## src/rtl/safety_mem_responder.sv

```systemverilog
// Purpose: subordinate end of the core req/gnt/rvalid memory protocol, serving one port from a local SRAM.
// Latency: response (rvalid_o) exactly SramLatency cycles after acceptance; gnt_o is combinational.
// Backpressure: stalls via gnt_o=0 when out of credit or when the SRAM arbiter withholds its grant.
module safety_mem_responder #(
  parameter logic [31:0] BaseAddr       = 32'h0000_0000,
  parameter int unsigned MemSizeBytes   = 65536,
  parameter int unsigned SramLatency    = 1,
  parameter int unsigned MaxOutstanding = 2,
  parameter int unsigned SramAddrWidth  = $clog2(MemSizeBytes) - 2
) (
  input  logic                     clk_i,
  input  logic                     rst_ni,
  input  logic                     req_i,
  output logic                     gnt_o,
  input  logic [31:0]              addr_i,
  input  logic                     we_i,
  input  logic [3:0]               be_i,
  input  logic [31:0]              wdata_i,
  output logic                     rvalid_o,
  output logic [31:0]              rdata_o,
  output logic                     err_o,
  output logic                     sram_req_o,
  input  logic                     sram_gnt_i,
  output logic                     sram_we_o,
  output logic [3:0]               sram_be_o,
  output logic [SramAddrWidth-1:0] sram_addr_o,
  output logic [31:0]              sram_wdata_o,
  input  logic [31:0]              sram_rdata_i
);

  localparam int unsigned CntWidth = $clog2(MaxOutstanding + 1);
  localparam logic [CntWidth-1:0] CntMax = CntWidth'(MaxOutstanding);

  // One slot of the response pipeline: what the response must look like when it emerges.
  typedef struct packed {
    logic vld;
    logic err;
    logic rd;
  } resp_t;

  resp_t [SramLatency-1:0] pipe_q, pipe_d;
  logic  [CntWidth-1:0]    cnt_q, cnt_d;

  logic [31:0] offset;
  logic        in_range;
  logic        credit;
  logic        accept;
  resp_t       resp_out;

  // Region offset; checking addr_i >= BaseAddr first keeps the subtraction from wrapping.
  assign offset   = addr_i - BaseAddr;
  assign in_range = (addr_i >= BaseAddr) && (offset < MemSizeBytes);

  // A response leaving this cycle frees its slot immediately, so a full pipe can still accept.
  assign credit = (cnt_q < CntMax) | rvalid_o;

  // Out-of-range requests never reach the SRAM, so they do not wait for its grant.
  assign sram_req_o = req_i & in_range & credit;
  assign gnt_o      = req_i & credit & (in_range ? sram_gnt_i : 1'b1);
  assign accept     = req_i & gnt_o;

  // SRAM payload is a straight pass-through of the core request.
  assign sram_we_o    = we_i;
  assign sram_be_o    = be_i;
  assign sram_wdata_o = wdata_i;
  assign sram_addr_o  = offset[SramAddrWidth+1:2];

  logic unused_offset_bits;
  assign unused_offset_bits = ^{offset[31:SramAddrWidth+2], offset[1:0]};

  // Response formatting: only in-range reads carry SRAM data, errors always return zero data.
  assign resp_out = pipe_q[SramLatency-1];
  assign rvalid_o = resp_out.vld;
  assign err_o    = resp_out.vld & resp_out.err;
  assign rdata_o  = (resp_out.vld & resp_out.rd & ~resp_out.err) ? sram_rdata_i : 32'h0;

  // Next state of the response shift register and the outstanding counter.
  always_comb begin
    pipe_d        = pipe_q;
    pipe_d[0].vld = accept;
    pipe_d[0].err = ~in_range;
    pipe_d[0].rd  = ~we_i;
    for (int i = 1; i < SramLatency; i++) begin
      pipe_d[i] = pipe_q[i-1];
    end
    cnt_d = cnt_q;
    case ({accept, rvalid_o})
      2'b10:   cnt_d = cnt_q + CntWidth'(1);
      2'b01:   cnt_d = cnt_q - CntWidth'(1);
      default: cnt_d = cnt_q;
    endcase
  end

  // State registers; reset discards every in-flight response.
  always_ff @(posedge clk_i or negedge rst_ni) begin
    if (!rst_ni) begin
      pipe_q <= '0;
      cnt_q  <= '0;
    end else begin
      pipe_q <= pipe_d;
      cnt_q  <= cnt_d;
    end
  end

`ifndef SYNTHESIS
  cnt_no_overflow: assert property (@(posedge clk_i) disable iff (!rst_ni)
    !(accept && !rvalid_o && (cnt_q == CntMax)));
  cnt_no_underflow: assert property (@(posedge clk_i) disable iff (!rst_ni)
    !(rvalid_o && !accept && (cnt_q == '0)));
`endif

endmodule
```

## config.mk

```make
export PLATFORM = sky130hd
export DESIGN_NAME = safety_mem_responder
export DESIGN_NICKNAME = d
export VERILOG_FILES = /design/src/rtl/safety_mem_responder.sv
export SDC_FILE = /design/constraint.sdc
export NUM_CORES = 1
export LEC_CHECK = 0
export ABC_AREA = 1
export BUFFER_PORTS_ARGS = -buffer_cell sky130_fd_sc_hd__buf_2
export CAP_MARGIN = 10
export CELL_PAD_IN_SITES_DETAIL_PLACEMENT = 0
export CELL_PAD_IN_SITES_GLOBAL_PLACEMENT = 2
export CORE_AREA = 3 3 102 104
export DETAILED_ROUTE_END_ITERATION = 10
export DIE_AREA = 0 0 105 107
export PLACE_DENSITY = 0.95
export REMOVE_ABC_BUFFERS = 1
export SLEW_MARGIN = 20
export SYNTH_ARGS = -nofsm -noshare
export SYNTH_HDL_FRONTEND = slang
export SYNTH_SLANG_ARGS = --single-unit
```

## constraint.sdc

```tcl
create_clock -name clk_i -period 2.15 [get_ports clk_i]
set_clock_uncertainty 0.1 [all_clocks]
set_input_delay 0.43 -clock clk_i [delete_from_list [all_inputs] [get_ports clk_i]]
set_output_delay 0.43 -clock clk_i [all_outputs]
set_load 0.01 [all_outputs]
```

==> summary.md, run 1 <==
| Metric | Value |
|---|---|
| Run status | `completed` |
| Clock Latency Late Sink | `roughly 0.22 ns` |
| Fillers | `1154` |
| Reg clk slew, reported paths | `0.03 ns` |
| Starting DRT DRC Count | `67` |
| Remaining DRCs | `0` |
| Most frequent cells in the layout | `buf_2, nor2_1, inv_1` |
| Largest net degree at the start of global routing | `33` |
| Chip Height | `107 µm` |
| Post-Syn Instances | `156` |
| Global Route met2 Usage | `0.0614` |
| DRT Pass-1 Iters | `4` |
| Synth warn | `0` |
| GRT busiest layer | `met3` |
| CTS Buf Count | `3` |
| Global Route Usage Sum | `0.0614` |
| Met3 Use GR | `0.0909` |
| Full die area | `approximately 11000 µm²` |
| Placeable Area | `around 9600 µm²` |
| Setup_tns | `0 ns` |
| Distinct cells, synth | `15` |
| Final setup fails | `0` |
| Max incr delay on CP | `~0.44 ns` |
| Root buf cell | `clkbuf_8` |
| Starting Density | `0.0994` |
| HPWL Detailed | `between 3000 and 4000 µm` |
| GP Congestion | `roughly 0.63` |
| Least-Margin Pin Slew | `0.385 ns` |
| Die width | `around 110 µm` |
| Type of origin of the critical path | `register` |
| Worst EP required | `1.62 ns` |
| Fmax achieved | `roughly 530 MHz` |
| First-pass GRT wire length | `5110 µm` |
| Aggregate routed wire length | `3860 µm` |
| Critical path class | `reg -> out` |
| Fin crit share | `0.877` |
| Crit. End Element | `output port` |
| Syn Std Cell Area | `958 µm²` |
| Final Hold Fails | `0` |
| Crit-path max FO | `32` |
| Clock Path Buffers | `2` |
| Final #Nets | `~300` |
| Worst IR drop on VDD | `roughly 0.00017 V` |
| Final Power | `around 0.33 mW` |
| Post-route cell area | `1210 µm²` |
| Layout cells sized above 1 | `0.500` |
| Register area share after synthesis | `0.131` |
| Maxcap violations | `0` |
| Layout area overhead | `26.1%` |
| Static leakage | `roughly 0.86 nW` |
| Number of port buffers | `89` |
| Pwr/cell area | `around 280 nW/µm²` |
| Commonest non-fill, non-tap cell in the layout | `buf_2` |
| Worst Path Arrival | `approximately 1.4 ns` |
| CP max-delay cell | `dfrtp_1` |
| Max Slew Vio Count | `0` |
| Row count | `36` |
| Antenna Nets Post-Route | `0` |
| Vias per cell | `~3` |
| RSZ-0062 raised after global routing | `false` |
| # diodes | `0` |
| Routed WL per cell | `around 12 µm` |
| Worst R2R Start | `rvalid_o` |
| CP Launch Point | `rvalid_o` |
| Vias in the first global route | `911` |
| Total grt overflow | `0` |
| Area after DPL | `1150 µm²` |
| GR Util met1 | `0.0666` |
| CP Cell Sequence | `nand3b_4 > nor2_1 > buf_2` |
| Slew headroom | `0.743` |
| Crit path buf inv count | `1` |
| Synth Register Bits | `5` |
| Worst Hold Class | `in -> reg` |
| Top delay family on crit path | `simple AND/OR/NAND/NOR gates` |
| Tmin final | `1.89 ns` |
| Vias after detailed routing | `974` |
| Hold path startpoint | `we_i` |
| Syn Area/Cell | `roughly 6.1 µm²` |
| # IOs | `approximately 190` |
| H-Tree Level Count | `1` |
| Initial antenna violation count | `0` |
| Clk sinks | `5` |
| TritonCTS clock tree | `built` |
-- sequential cells by signal, indices dropped and copies added, names as in the netlist --
signal and count:
cnt_q 2, rvalid_o 1, pipe_q 2
-- power by group --
part / switching, mW / internal, mW / leakage [nW]
logic: 0.0253 / 0.0413 / 0.777
clock network: 0.0437 / 0.127 / 0.0228
registers: 0.000739 / 0.0957 / 0.0571
-- worst register-to-register path, delay by kind of cell (launching register included) --
| kind | cells | cell delay [ns] |
|---|---|---|
| buffers and inverters | 1 | 0.08 |
| AND/OR/NAND/NOR | 1 | 0.09 |
| AO/OA/AOI/OAI | 3 | 0.47 |
| XOR/XNOR | 1 | 0.15 |
| adder cells (fa/ha/maj) | 1 | 0.25 |
| flip-flops | 1 | 0.44 |
-- metrics by stage --
stage / instances / worst slack (ns) / utilization / hold WS, ns
floorplan: 102 / 0.498 / - / 0.0344
global placement: 324 / 0.324 / 0.120 / 0.143
detailed placement: 324 / 0.301 / 0.120 / 0.150
CTS: 329 / 0.198 / 0.125 / 0.268
global route: 329 / 0.0718 / 0.125 / 0.280
finish: 329 / 0.264 / 0.125 / 0.269
-- path summary, 6_finish.rpt --
check | cells past startpoint | slack [ns] | end
setup / recovery | 3 | 0.26 | rdata_o[13]
hold / removal | 2 | 0.27 | pipe_q[0]
setup reg to reg | 7 | 0.44 | cnt_q[1]
hold reg to reg | 1 | 0.39 | cnt_q[0]
max in group asynchronous | 2 | 1.37 | rvalid_o
min in group asynchronous | 2 | 0.45 | cnt_q[0]
-- cell type report --
cell class | instances | area [µm²] | area share
tap | 133 | 166 | 0.138
sequential | 5 | 125 | 0.104
multi-input combinational | 58 | 270 | 0.224
inverter | 39 | 146 | 0.121
clock buffer | 4 | 45.0 | 0.0373
timing repair buffer | 90 | 455 | 0.377
-- metal layers --
| layer | wire [µm] | vias up |
|---|---|---|
| met5 | 0 | - |
| li1 | - | 460 |
| met3 | 1290 | 3 |
| met1 | 1450 | 368 |
| met2 | 1090 | 143 |
| met4 | 27 | 0 |
-- synth_stat cells --
master    count  share of area
buf_4        51           0.40
inv_1        39           0.15
nor2_1       39           0.15
nand2_1       6          0.023
dfrtp_1       5           0.13
nor2_2        4          0.026
buf_6         3          0.035
o21ai_0       2          0.010
a21oi_1       1         0.0052
ha_1          1          0.013
nand2_2       1         0.0065
nand3_1       1         0.0052
nand3b_4      1          0.021
xnor2_1       1         0.0091
xor2_1        1         0.0091
-- timing repair --
action	in CTS	in global routing
setup buffers	0	0
gates resized for setup	0	0
hold buffers	1	0
endpoints found under the hold margin	5	0
-- cells by family after synthesis --
group | synth area share
simple gates | 0.235
fa+ha+maj | 0.0131
buf+inv | 0.587
compound gates | 0.0157
xor+xnor | 0.0183
flops | 0.131
Power figures use the tool's default switching activity.
==> run 2, diff against run 1 <==
PLACE_DENSITY = 0.89   (was 0.95)
==> summary.md, run 2 (synthesized netlist as in run 1, its figures left out) <==
| Metric | Value |
|---|---|
| Type of origin of the critical path | `register` |
| Worst IR drop on VDD | `0.000318 V (+93%)` |
| Worst Path Arrival | `1.36 ns (about the same)` |
| Layout cells sized above 1 | `0.500 (unchanged)` |
| Crit. End Element | `output port` |
| Crit-path max FO | `32 (unchanged)` |
| Worst R2R Start | `rvalid_o` |
| H-Tree Level Count | `1 (unchanged)` |
| Clock Latency Late Sink | `0.22 ns (about the same)` |
| CTS Buf Count | `3 (unchanged)` |
| Pwr/cell area | `277 nW/µm² (+0.32%)` |
| Commonest non-fill, non-tap cell in the layout | `buf_2` |
| Total grt overflow | `0 (unchanged)` |
| RSZ-0062 raised after global routing | `false` |
| Row count | `36 (unchanged)` |
| Die width | `105 µm (unchanged)` |
| Placed cell count | `324 (unchanged)` |
| Critical path class | `reg -> out` |
| Full die area | `11200 µm² (unchanged)` |
| Final setup margin | `0.257 ns (-0.00780 ns)` |
| Static leakage | `0.857 nW (unchanged)` |
| Number of port buffers | `89 (unchanged)` |
| CP Launch Point | `rvalid_o` |
| Global Route Usage Sum | `0.0642 (+0.00281)` |
| Crit path buf inv count | `1 (unchanged)` |
| Root buf cell | `clkbuf_8` |
| Hold-fix buffers, CTS | `1 (unchanged)` |
| Routed WL per cell | `11.7 µm (-0.29%)` |
| Run status | `completed` |
| Slew headroom | `0.745 (+0.00202)` |
| Pre-CTS WS | `0.270 ns (-0.0317 ns)` |
| Maxcap violations | `0 (unchanged)` |
| Crit path to | `rdata_o[1]` |
| Hold Crit Depth | `2 (unchanged)` |
| Vias after detailed routing | `978 (+0.41%)` |
| Max Slew Vio Count | `0 (unchanged)` |
| CP max-delay cell | `dfrtp_1` |
| Vias in the first global route | `953 (+4.6%)` |
| Reg2Reg Setup Slack | `0.43 ns (about the same)` |
| Layout area overhead | `26.1% (unchanged)` |
| WP depth | `3 (unchanged)` |
| First-pass GRT wire length | `5310 µm (+3.9%)` |
| Worst R2R Path Depth | `7 (unchanged)` |
| Largest net degree at the start of global routing | `33 (unchanged)` |
| Worst EP required | `1.62 ns (about the same)` |
| Starting Density | `0.0994 (unchanged)` |
| Vias per cell | `2.97 (+0.41%)` |
| Setup_tns | `0 ns (unchanged)` |
| CP Cell Sequence | `nand3b_4 > nor2_1 > buf_2` |
| Most frequent cells in the layout | `buf_2, nor2_1, inv_1` |
| R2r endpoint | `cnt_q[1]` |
| Final setup fails | `0 (unchanged)` |
| Post-route insts no fill | `329 (unchanged)` |
| HPWL Detailed | `3230 µm (+0.59%)` |
| Aggregate routed wire length | `3850 µm (-0.29%)` |
| Chip Height | `107 µm (unchanged)` |
| Max incr delay on CP | `0.44 ns (about the same)` |
| Final Hold Fails | `0 (unchanged)` |
| Clock Path Buffers | `2 (unchanged)` |
| Top delay family on crit path | `simple AND/OR/NAND/NOR gates` |
| Tmin final | `1.89 ns (+0.00780 ns)` |
| Remaining DRCs | `0 (unchanged)` |
| Reg clk slew, reported paths | `0.03 ns (about the same)` |
| TritonCTS clock tree | `built` |
| Resize count post-CTS | `0 (unchanged)` |
| # diodes | `0 (unchanged)` |
| GP Congestion | `0.697 (+11%)` |
| Least-Margin Pin Slew | `0.382 ns (-0.00303 ns)` |
| Starting DRT DRC Count | `42 (-37%)` |
| Fillers | `1166 (+1.0%)` |
| # IOs | `192 (unchanged)` |
| Fmax achieved | `528 MHz (-0.41%)` |
| Worst Hold Class | `in -> reg` |
| Final #Nets | `303 (unchanged)` |
| Initial antenna violation count | `0 (unchanged)` |
| Antenna Nets Post-Route | `0 (unchanged)` |
| Clk sinks | `5 (unchanged)` |
| Fin crit share | `0.881 (+0.00363)` |
| Post-CTS Setup Inserts | `0 (unchanged)` |
| Placeable Area | `9640 µm² (unchanged)` |
| DRT Pass-1 Iters | `3 (-1)` |
[run 2: cell counts in the layout (fill, tap and decap cells not counted)]
No cell type changed its count.
[run 2: where the power goes]
group,total [mW],internal (mW),switching (mW)
registers,0.0964,0.0957,0.000747
logic,0.0670,0.0413,0.0257
clock network,0.171,0.127,0.0443
[run 2: routing by layer]
layer / global-route usage / part of all wire
met5: 0.0190 / 0
met4: 0.0225 / 0.012
met3: 0.107 / 0.38
met2: 0.0729 / 0.31
met1: 0.0514 / 0.30
[run 2: area by class of cell]
class | count | area (µm²) | area share
Multi-Input combinational cell | 58 | 270 | 0.224
Clock buffer | 4 | 45.0 | 0.0373
Inverter | 39 | 146 | 0.121
Timing Repair Buffer | 90 | 455 | 0.377
Sequential cell | 5 | 125 | 0.104
Tap cell | 133 | 166 | 0.138
[run 2: worst min path at each step]
stage / start / slack (ns) / endpoint
after floorplan: rst_ni / 0.03 / cnt_q[0]
final: we_i / 0.27 / pipe_q[0]
after global routing: we_i / 0.27 / pipe_q[0]
after global placement: rst_ni / 0.14 / cnt_q[0]
after detailed placement: rst_ni / 0.15 / cnt_q[1]
after CTS: we_i / 0.27 / pipe_q[0]
[run 2: through the flow]
step                      utilization  hold slack (ns)  power, mW  cell area [µm²]
after floorplan                     -           0.0344      0.114              542
after global placement          0.120            0.144      0.162             1150
after detailed placement        0.120            0.150      0.164             1150
after CTS                       0.125            0.267      0.339             1210
after global routing            0.125            0.267      0.356             1210
final                           0.125            0.268      0.335             1210
[run 2: worst reg2reg max path, stage by stage, from the launching register on]
cell	delay, ns
dfrtp_1	0.44
o21ai_0	0.25
inv_1	0.08
nand2_2	0.09
ha_1	0.25
a21oi_1	0.11
o21ai_0	0.12
xor2_1	0.16
